File: src/rtl/alu_pkt_core_if.sv
// -----------------------------------------------------------------------------
// alu_pkt_if
// Operation/result bundle for alu_pkt_core.
//   valid_in, cin, a[3:0], b[3:0], ctl[3:0] : operation request (master drives)
//   valid_out, carry, zero, alu[3:0], pkt_num[4:0] : tagged result (slave drives)
// master = stimulus side, slave = the ALU core.
// -----------------------------------------------------------------------------
interface alu_pkt_if;
    logic       valid_in;
    logic       cin;
    logic [3:0] a;
    logic [3:0] b;
    logic [3:0] ctl;
    logic       valid_out;
    logic       carry;
    logic       zero;
    logic [3:0] alu;
    logic [4:0] pkt_num;

    modport master (
        output valid_in, cin, a, b, ctl,
        input  valid_out, carry, zero, alu, pkt_num
    );

    modport slave (
        input  valid_in, cin, a, b, ctl,
        output valid_out, carry, zero, alu, pkt_num
    );
endinterface

File: src/rtl/alu_pkt_core.sv
// -----------------------------------------------------------------------------
// alu_pkt_core
// Two-stage pipelined 4-bit ALU. Stage 1 captures an operation and tags it
// with a 5-bit packet number; stage 2 computes and registers the result,
// carry and zero flags. One operation per cycle, no backpressure.
// Ports:
//   clk   : clock, rising edge
//   reset : asynchronous, active-high; flushes both stages, zeroes outputs
//   bus   : alu_pkt_if.slave (operation in, tagged result out)
// -----------------------------------------------------------------------------
module alu_pkt_core (
    input  logic       clk,
    input  logic       reset,
    alu_pkt_if.slave   bus
);

    // Stage 1 registers
    logic       r_s1_valid;
    logic [3:0] r_a;
    logic [3:0] r_b;
    logic       r_cin;
    logic [3:0] r_ctl;
    logic [4:0] r_s1_pkt;
    logic [4:0] r_pkt_cnt;

    // Stage 2 (output) registers
    logic       r_valid_out;
    logic       r_carry;
    logic       r_zero;
    logic [3:0] r_alu;
    logic [4:0] r_pkt_num;

    // Combinational result: {carry, alu}
    logic [4:0] w_res;
    logic       w_zero;

    // Stage 1: operand registers only load on a valid operation, so idle-cycle
    // operand changes never reach the datapath. The 5-bit counter wraps 31->0.
    always_ff @(posedge clk or posedge reset) begin
        if (reset) begin
            r_s1_valid <= 1'b0;
            r_a        <= 4'h0;
            r_b        <= 4'h0;
            r_cin      <= 1'b0;
            r_ctl      <= 4'h0;
            r_s1_pkt   <= 5'd0;
            r_pkt_cnt  <= 5'd0;
        end else begin
            r_s1_valid <= bus.valid_in;
            if (bus.valid_in) begin
                r_a       <= bus.a;
                r_b       <= bus.b;
                r_cin     <= bus.cin;
                r_ctl     <= bus.ctl;
                r_s1_pkt  <= r_pkt_cnt;
                r_pkt_cnt <= r_pkt_cnt + 5'd1;
            end
        end
    end

    // Arithmetic runs in 5 bits on zero-extended operands, so bit 4 is the
    // carry for additions and the borrow for subtractions.
    always_comb begin
        w_res = 5'd0;
        case (r_ctl)
            4'd0:    w_res = {1'b0, r_a};
            4'd1:    w_res = {1'b0, r_a} + 5'd1;
            4'd2:    w_res = {1'b0, r_a} - 5'd1;
            4'd3:    w_res = {1'b0, r_a} + {1'b0, r_b};
            4'd4:    w_res = {1'b0, r_a} + {1'b0, r_b} + {4'b0, r_cin};
            4'd5:    w_res = {1'b0, r_a} - {1'b0, r_b};
            4'd6:    w_res = {1'b0, r_a} - {1'b0, r_b} - {4'b0, r_cin};
            4'd7:    w_res = {1'b0, r_a & r_b};
            4'd8:    w_res = {1'b0, r_a | r_b};
            4'd9:    w_res = {1'b0, r_a ^ r_b};
            4'd10:   w_res = {1'b0, ~r_a};
            4'd11:   w_res = {r_a[3], r_a[2:0], 1'b0};
            4'd12:   w_res = {r_a[0], 1'b0, r_a[3:1]};
            4'd13:   w_res = {r_a[3], r_a[2:0], r_cin};
            4'd14:   w_res = {r_a[0], r_cin, r_a[3:1]};
            default: w_res = 5'd0;
        endcase
        // Zero looks only at the 4-bit result, never at the carry.
        w_zero = (w_res[3:0] == 4'h0);
    end

    // Stage 2: result registers hold their last values on idle cycles.
    always_ff @(posedge clk or posedge reset) begin
        if (reset) begin
            r_valid_out <= 1'b0;
            r_carry     <= 1'b0;
            r_zero      <= 1'b0;
            r_alu       <= 4'h0;
            r_pkt_num   <= 5'd0;
        end else begin
            r_valid_out <= r_s1_valid;
            if (r_s1_valid) begin
                r_carry   <= w_res[4];
                r_zero    <= w_zero;
                r_alu     <= w_res[3:0];
                r_pkt_num <= r_s1_pkt;
            end
        end
    end

    assign bus.valid_out = r_valid_out;
    assign bus.carry     = r_carry;
    assign bus.zero      = r_zero;
    assign bus.alu       = r_alu;
    assign bus.pkt_num   = r_pkt_num;

endmodule

File: src/flat_wrapper.sv
// flat-port wrapper written by rule: the top's interface ports become plain ports
module alu_pkt_core_flat 
  (clk, reset, bus_valid_in, bus_cin, bus_a, bus_b, bus_ctl, bus_valid_out, bus_carry, bus_zero, bus_alu, bus_pkt_num);
  alu_pkt_if bus_i ();
  input  logic clk;
  input  logic reset;
  input wire logic [$bits(bus_i.valid_in)-1:0] bus_valid_in;
  input wire logic [$bits(bus_i.cin)-1:0] bus_cin;
  input wire logic [$bits(bus_i.a)-1:0] bus_a;
  input wire logic [$bits(bus_i.b)-1:0] bus_b;
  input wire logic [$bits(bus_i.ctl)-1:0] bus_ctl;
  output wire logic [$bits(bus_i.valid_out)-1:0] bus_valid_out;
  output wire logic [$bits(bus_i.carry)-1:0] bus_carry;
  output wire logic [$bits(bus_i.zero)-1:0] bus_zero;
  output wire logic [$bits(bus_i.alu)-1:0] bus_alu;
  output wire logic [$bits(bus_i.pkt_num)-1:0] bus_pkt_num;
  assign bus_i.valid_in = bus_valid_in;
  assign bus_i.cin = bus_cin;
  assign bus_i.a = bus_a;
  assign bus_i.b = bus_b;
  assign bus_i.ctl = bus_ctl;
  assign bus_valid_out = bus_i.valid_out;
  assign bus_carry = bus_i.carry;
  assign bus_zero = bus_i.zero;
  assign bus_alu = bus_i.alu;
  assign bus_pkt_num = bus_i.pkt_num;
  alu_pkt_core u_core (.clk(clk), .reset(reset), .bus(bus_i));
endmodule
File: config.mk
export PLATFORM = sky130hd
export DESIGN_NAME = alu_pkt_core_flat
export DESIGN_NICKNAME = d
export VERILOG_FILES = /design/src/rtl/alu_pkt_core_if.sv /design/src/rtl/alu_pkt_core.sv /design/src/flat_wrapper.sv
export SDC_FILE = /design/constraint.sdc
export NUM_CORES = 1
export LEC_CHECK = 0
export ABC_CLOCK_PERIOD_IN_PS = 3700
export BUFFER_PORTS_ARGS = -buffer_cell sky130_fd_sc_hd__buf_2
export CAP_MARGIN = 20
export CORE_ASPECT_RATIO = 1.1
export CORE_MARGIN = 2
export CORE_UTILIZATION = 55
export DETAILED_ROUTE_END_ITERATION = 6
export GPL_TIMING_DRIVEN = 1
export PLACE_DENSITY = 0.8
export SETUP_SLACK_MARGIN = 0.3
export SLEW_MARGIN = 10
export SYNTH_ARGS = -nofsm -noshare
export SYNTH_HDL_FRONTEND = slang
export SYNTH_SLANG_ARGS = --single-unit
File: constraint.sdc
create_clock -name clk -period 3.7 [get_ports clk]
set_clock_uncertainty 0.2 [all_clocks]
set_input_delay 0.74 -clock clk [delete_from_list [all_inputs] [get_ports clk]]
set_output_delay 0.74 -clock clk [all_outputs]
set_load 0.005 [all_outputs]
==> results of run 1 <==
[layer usage]
layer  vias to the layer above  wire length [µm]  track usage
met2                        67              2770        0.396
met1                       975              2690        0.315
met3                        19               309       0.0516
li1                        996                 -            -
met5                         -                 0            0
met4                         0               223        0.107
[cells in the mapped netlist, types with 3 or more instances]
library cell and count:
a21o_1 4, nand2b_1 5, a311oi_1 3, buf_2 3, nor3_1 5, o21ai_0 16
nand3_1 10, a21oi_1 11, a31oi_1 5, o211ai_1 6, ha_1 20, mux2_2 13
buf_6 5, inv_1 19, nor2_1 9, clkbuf_1 4, mux2i_1 6, xnor2_1 10
nand4_1 3, nor2b_1 5, xor2_1 4, nand2_1 20, dfrtp_1 36, fa_1 3
[metrics by stage]
step	hold WS, ns	utilization
final	0.267	0.612
after global routing	0.285	0.612
after CTS	0.272	0.612
after detailed placement	0.258	0.592
after global placement	0.255	0.592
after floorplan	0.238	-
[flip-flops by register name (all words and copies together), names as in the netlist]
signal / count
u_core.r_b: 4
u_core.r_pkt_cnt: 5
u_core.bus.carry: 1
u_core.bus.pkt_num: 5
u_core.bus.alu: 4
u_core.r_s1_pkt: 5
u_core.bus.valid_out: 1
u_core.r_s1_valid: 1
u_core.bus.zero: 1
u_core.r_a: 4
u_core.r_cin: 1
u_core.r_ctl: 4
[worst max-delay path by stage]
stage	slack, ns	startpoint	to
floorplan	1.01	u_core.r_ctl[2]$_DFFE_PP0P_	u_core.bus.zero$_DFFE_PP0P_
global placement	0.76	u_core.r_a[2]$_DFFE_PP0P_	u_core.bus.zero$_DFFE_PP0P_
detailed placement	0.73	u_core.r_a[2]$_DFFE_PP0P_	u_core.bus.zero$_DFFE_PP0P_
CTS	0.71	u_core.r_a[2]$_DFFE_PP0P_	u_core.bus.zero$_DFFE_PP0P_
global route	0.46	u_core.r_a[2]$_DFFE_PP0P_	u_core.bus.zero$_DFFE_PP0P_
finish	0.70	u_core.r_a[2]$_DFFE_PP0P_	u_core.bus.zero$_DFFE_PP0P_
[layout by cell type (no fill, tap or decap), types with 2 or more instances in the layout]
master / n
buf_2: 27
mux2_2: 13
o21ai_1: 2
nand4_1: 3
xor2_1: 4
and2b_1: 2
o21bai_1: 2
clkinv_2: 2
a311oi_1: 3
nand3_1: 10
a21oi_1: 11
ha_1: 20
clkbuf_8: 5
o22ai_1: 2
nand2_1: 20
o21ai_0: 16
a211oi_1: 2
o2111ai_1: 2
a31oi_1: 5
nor3_1: 5
inv_1: 19
nand2b_1: 5
a21o_1: 4
buf_4: 5
o211ai_1: 6
xnor2_1: 10
nor2b_1: 5
nor2_1: 9
dfrtp_1: 36
mux2i_1: 6
fa_1: 3
[critical path: stages (launching register included)]
cell and delay [ns]:
dfrtp_1 0.54, inv_1 0.10, ha_1 0.56, xor2_1 0.47, xnor2_1 0.18, o221ai_1 0.20, a311oi_2 0.30, nand3_1 0.14
o32ai_2 0.21
[power groups by stage]
stage | sequential, mW | combinational [mW] | clock (mW)
after global routing | 0.609 | 0.563 | 0.303
final | 0.593 | 0.500 | 0.281
after detailed placement | 0.599 | 0.499 | 0
after CTS | 0.592 | 0.502 | 0.286
after floorplan | 0.580 | 0.371 | 0
after global placement | 0.588 | 0.493 | 0
[cell families (layout without fill, tap and decap cells)]
logic type	count (synthesis)	count (layout)
compound gates	70	70
simple gates	67	67
flops	36	36
buf+inv	35	60
fa+ha+maj	23	23
mux	19	19
xor+xnor	15	15
[area by class of cell]
class	count	area share
Clock buffer	5	0.0247
Clock inverter	3	0.00674
Inverter	20	0.0270
Multi-Input combinational cell	194	0.531
Sequential cell	36	0.323
Tap cell	56	0.0252
Timing Repair Buffer	32	0.0620
==> results.py, run 1 <==
metrics = {
    "outcome": {
        "status": "completed",
    },
    "min_path": {
        "worstHoldStart": "u_core.r_pkt_cnt[4]$_DFFE_PP0P_",
        "hp-class": "register to register",
        "min_to": "u_core.r_pkt_cnt[4]$_DFFE_PP0P_",
        "hold_depth": 1,
    },
    "setup_path": {
        "crit_path_end_kind": "register",
        "critical_path_class": "register to register",
        "crit_fanout": 9,
        "worstRegToRegCells": 8,
        "cp_data_arrival_time_ns": 3.01,
        "ff2ff_setup_slack_ns": 0.70,
        "required_ns": 3.70,
        "reg2reg_to": "u_core.bus.zero$_DFFE_PP0P_",
        "startpoint_type": "register",
        "r2r-start": "u_core.r_a[2]$_DFFE_PP0P_",
    },
    "drt": {
        "ant_nets": 0,
        "wl_um": 6000,
        "via_per_inst": 5.95,
        "first_pass_iters": 4,
        "post_drt_wl_per_cell_um": 17.3,
        "drcViolationCount": 0,
        "drtIter0Drc": 170,
        "vias": 2057,
    },
    "logic_synthesis": {
        "synth_top_family_by_area": "compound AO/OA/AOI/OAI gates",
        "synth_compound_area_frac": 0.191,
        "synthXorXnorAreaFrac": 0.0543,
        "synth-seq-area-share": 0.352,
        "yosys_warnings": 0,
        "ys_ff_latch": 36,
        "synth_fp_nets": 304,
        "async_reset_ff_frac": 1.00,
        "synth.top_cell.area_share": 0.352,
        "synth_ff_type": "dfrtp_1",
        "synth-adder-area-share": 0.121,
        "synth.area.top_cells": "dfrtp_1 (35%), ha_1 (9.8%), mux2_2 (5.7%), xnor2_1 (3.4%), o21ai_0 (3.1%)",
        "netlist_area_um2": 2560,
        "synth-edff-count": 0,
        "syn-instance-count": 265,
        "synth_top_area_cell": "dfrtp_1",
        "synthMuxAreaShare": 0.0806,
        "synth.distinct_cells": 57,
        "synth_area_per_cell_um2": 9.66,
        "synth-simple-area-share": 0.130,
    },
    "cts": {
        "htreeDepth": 2,
        "hold_buffers": 0,
        "cts_buffers": 5,
        "ctsResizeCount": 0,
        "clk_latency_ns": 0.29,
        "cts_setup_buffers": 0,
        "cts_sinks": 36,
        "cts_root_buffer": "clkbuf_8",
        "cts_buffer_depth": 2,
        "path_clk_slew_ns": 0.08,
        "cts_tree": "yes",
    },
    "placement": {
        "place_inst": 338,
        "place_ws_ns": 0.731,
        "place_area_um2": 2700,
        "hpwl_um": 4480,
        "routabilityCongestion": 0.933,
        "numPortBuffers": 27,
    },
    "flow_run": {
        "cap_violations": 0,
    },
    "cells_and_area": {
        "syn2layout_area_growth_pct": 8.80,
        "layout.cells.non_filler": 346,
        "antenna_cells": 0,
        "final_nets": 328,
        "num-fill-cells": 404,
        "final_area_um2": 2790,
        "drive_gt1_frac": 0.207,
        "multi_input_area_um2": 1480,
        "regArea_um2": 901,
    },
    "sta": {
        "grt_setup_unrepaired": "false",
        "setup_tns_ns": 0,
        "setup_viol": 0,
        "hold_viol_final": 0,
        "tightest_slew_ns": 0.593,
        "finalCritPeriodShare": 0.811,
        "max_slew_margin": 0.604,
        "setup_slack_ns": 0.699,
        "fin_crit_ns": 3.00,
        "clock.fmax_mhz": 333,
        "drv_slew": 0,
    },
    "power_and_ir_drop": {
        "ir_worst_vdd_uv": 402,
        "switching_power_uw": 498,
        "leakagePower_nw": 1.27,
        "p_per_area_nw_per_um2": 493,
        "p_comb_frac": 0.364,
        "sw_frac_of_total": 0.362,
        "p_int_uw": 876,
        "clkPwrFrac": 0.205,
        "p_total_mw": 1.37,
        "p_seq_frac": 0.431,
    },
    "die": {
        "die_y_um": 75.6,
        "design.die.area_um2": 5220,
        "coreArea_um2": 4550,
        "ios": 28,
        "start_util": 0.562,
        "num_rows": 26,
        "die_x_um": 69.1,
    },
    "grt": {
        "track_usage": 0.242,
        "grt_pass1_wl_um": 9720,
        "grt_pass1_vias": 1914,
        "grt-ovfl-total": 0,
        "antenna_found_initial": 0,
        "grt_max_degree": 37,
    },
}
No activity file was read; power rests on OpenSTA's default activity.
==> run 2, diff against run 1 <==
ABC_CLOCK_PERIOD_IN_PS = 2700   (was 3700)
CORE_UTILIZATION = 53   (was 55)
PLACE_DENSITY = 0.81   (was 0.8)
clock period = 2.7 ns   (was 3.7 ns; I/O delays follow)
==> results.py, run 2 (synthesis gave the netlist of run 1 again) <==
metrics = {
    "cts": {
        "cts_tree": "yes",
        "cts_buffers": 5,
        "path_clk_slew_ns": 0.08,
        "htreeDepth": 2,
        "cts_sinks": 36,
        "cts_buffer_depth": 2,
        "clk_latency_ns": 0.28,
        "cts_root_buffer": "clkbuf_8",
    },
    "drt": {
        "post_drt_wl_per_cell_um": 17.3,
        "drtIter0Drc": 200,
        "drcViolationCount": 0,
        "via_per_inst": 6.00,
        "wl_um": 6320,
        "ant_nets": 0,
        "first_pass_iters": 4,
        "vias": 2196,
    },
    "min_path": {
        "hp-class": "input pin to asynchronous set/reset pin",
    },
    "placement": {
        "routabilityCongestion": 0.978,
        "place_inst": 350,
        "place_ws_ns": -0.0624,
        "numPortBuffers": 27,
        "hpwl_um": 4450,
    },
    "setup_path": {
        "startpoint": "u_core.r_b[0]$_DFFE_PP0P_",
        "cp_cell_sequence": "ha_4 -> fa_2 -> ha_4 -> mux2i_1 -> o22a_1 -> o21ai_2 -> a221oi_2 -> nand3_1 -> o32ai_2",
        "r2r-start": "u_core.r_b[0]$_DFFE_PP0P_",
        "cp_slowest_cell": "fa_2",
        "cp_data_arrival_time_ns": 2.73,
        "critical_path_class": "register to register",
        "required_ns": 2.69,
        "crit_path_end_kind": "register",
        "startpoint_type": "register",
        "critPathMaxStageDelay_ns": 0.57,
        "cpMostUsedCell": "ha_4",
        "crit_fanout": 3,
    },
    "sta": {
        "grt_setup_unrepaired": "true",
        "fin_crit_ns": 2.74,
        "setup_viol": 2,
        "setup_slack_ns": -0.0377,
        "hold_viol_final": 0,
        "tightest_slew_ns": 0.562,
        "max_slew_margin": 0.625,
        "finalCritPeriodShare": 1.01,
        "clock.fmax_mhz": 365,
        "drv_slew": 0,
    },
    "cells_and_area": {
        "antenna_cells": 0,
        "drive_gt1_frac": 0.371,
        "syn2layout_area_growth_pct": 24.0,
        "layout.cells.non_filler": 366,
        "num-fill-cells": 365,
        "final_cell_mix": "dfrtp_1 (34), buf_2 (27), buf_4 (22)",
        "final_nets": 348,
        "final_common_cell": "dfrtp_1",
    },
    "grt": {
        "grt_pass1_vias": 2142,
        "grt-ovfl-total": 0,
        "track_usage": 0.239,
        "grt_max_degree": 37,
        "grt_pass1_wl_um": 10300,
        "antenna_found_initial": 0,
    },
    "die": {
        "ios": 28,
        "num_rows": 26,
        "coreArea_um2": 4650,
        "die_y_um": 76.9,
        "start_util": 0.550,
        "die_x_um": 70.3,
        "design.die.area_um2": 5400,
    },
    "power_and_ir_drop": {
        "p_per_area_nw_per_um2": 647,
        "leakagePower_nw": 1.39,
        "p_total_mw": 2.05,
        "ir_worst_vdd_uv": 442,
    },
    "flow_run": {
        "cap_violations": 0,
    },
    "outcome": {
        "status": "complete, but fails checks",
        "violations": "setup timing",
    },
}
## run 2: changes by cell type in the layout (fill, tap and decap cells not counted), sizes merged
cell / delta
buf: +20
clkinv: -3
clkbuf: +2
clkinvlp: +1
## run 2: power breakdown
part | leakage [nW] | switching [mW] | internal (mW)
combinational | 0.922 | 0.430 | 0.430
clock | 0.0445 | 0.190 | 0.207
sequential | 0.427 | 0.101 | 0.694
total | 1.39 | 0.721 | 1.33
## run 2: cell type report
class | instances | area [µm²] | share of cell area
Clock buffer | 7 | 86.3 | 0.0272
Clock inverter | 1 | 7.51 | 0.00237
Sequential cell | 36 | 903 | 0.285
Tap cell | 56 | 70.1 | 0.0221
Timing Repair Buffer | 52 | 334 | 0.105
Inverter | 20 | 77.6 | 0.0244
Multi-Input combinational cell | 194 | 1700 | 0.534
## run 2: per-layer routing
metal	global-route usage	up-vias	part of all wire
met4	0.100	0	0.032
met1	0.311	1067	0.43
met3	0.0381	20	0.049
met5	0	-	0
li1	-	1035	-
met2	0.394	74	0.49
## run 2: stage by stage
step / hold slack (ns) / utilization / instance area [µm²] / TNS [ns]
2_1_floorplan: 0.238 / - / 2600 / 0
3_3_place_gp: 0.262 / 0.608 / 2830 / 0
4_1_cts: 0.154 / 0.641 / 2980 / -0.00498
6_report: 0.140 / 0.682 / 3170 / -0.0662
3_5_place_dp: 0.266 / 0.608 / 2830 / -0.0624
5_1_grt: 0.210 / 0.682 / 3170 / -0.267
## run 2: worst max-delay path: cells and delay by family, from the launching register on
family / cells / cell delay, ns
AOI/OAI and AO/OA: 4 / 0.75
adders and majority gates: 3 / 0.97
DFF: 1 / 0.44
muxes: 1 / 0.15
and+or+nand+nor: 1 / 0.14
## run 2: final timing paths
check	end	slack (ns)	depth (start not counted)
max reg2reg	u_core.bus.zero$_DFFE_PP0P_	-0.04	9
min	u_core.r_ctl[0]$_DFFE_PP0P_	0.14	3
max in group asynchronous	u_core.r_b[1]$_DFFE_PP0P_	1.82	3
max	u_core.bus.zero$_DFFE_PP0P_	-0.04	9
min in group clk	u_core.r_a[2]$_DFFE_PP0P_	0.26	3
min reg2reg	u_core.r_pkt_cnt[4]$_DFFE_PP0P_	0.28	1
## run 2: repair_timing
item                                   CTS  global route
pin swaps                                3             7
setup buffers                            2             6
hold buffers                             0             0
resized for setup                       14            25
setup endpoints to repair                5             6
endpoints found under the hold margin    0             0
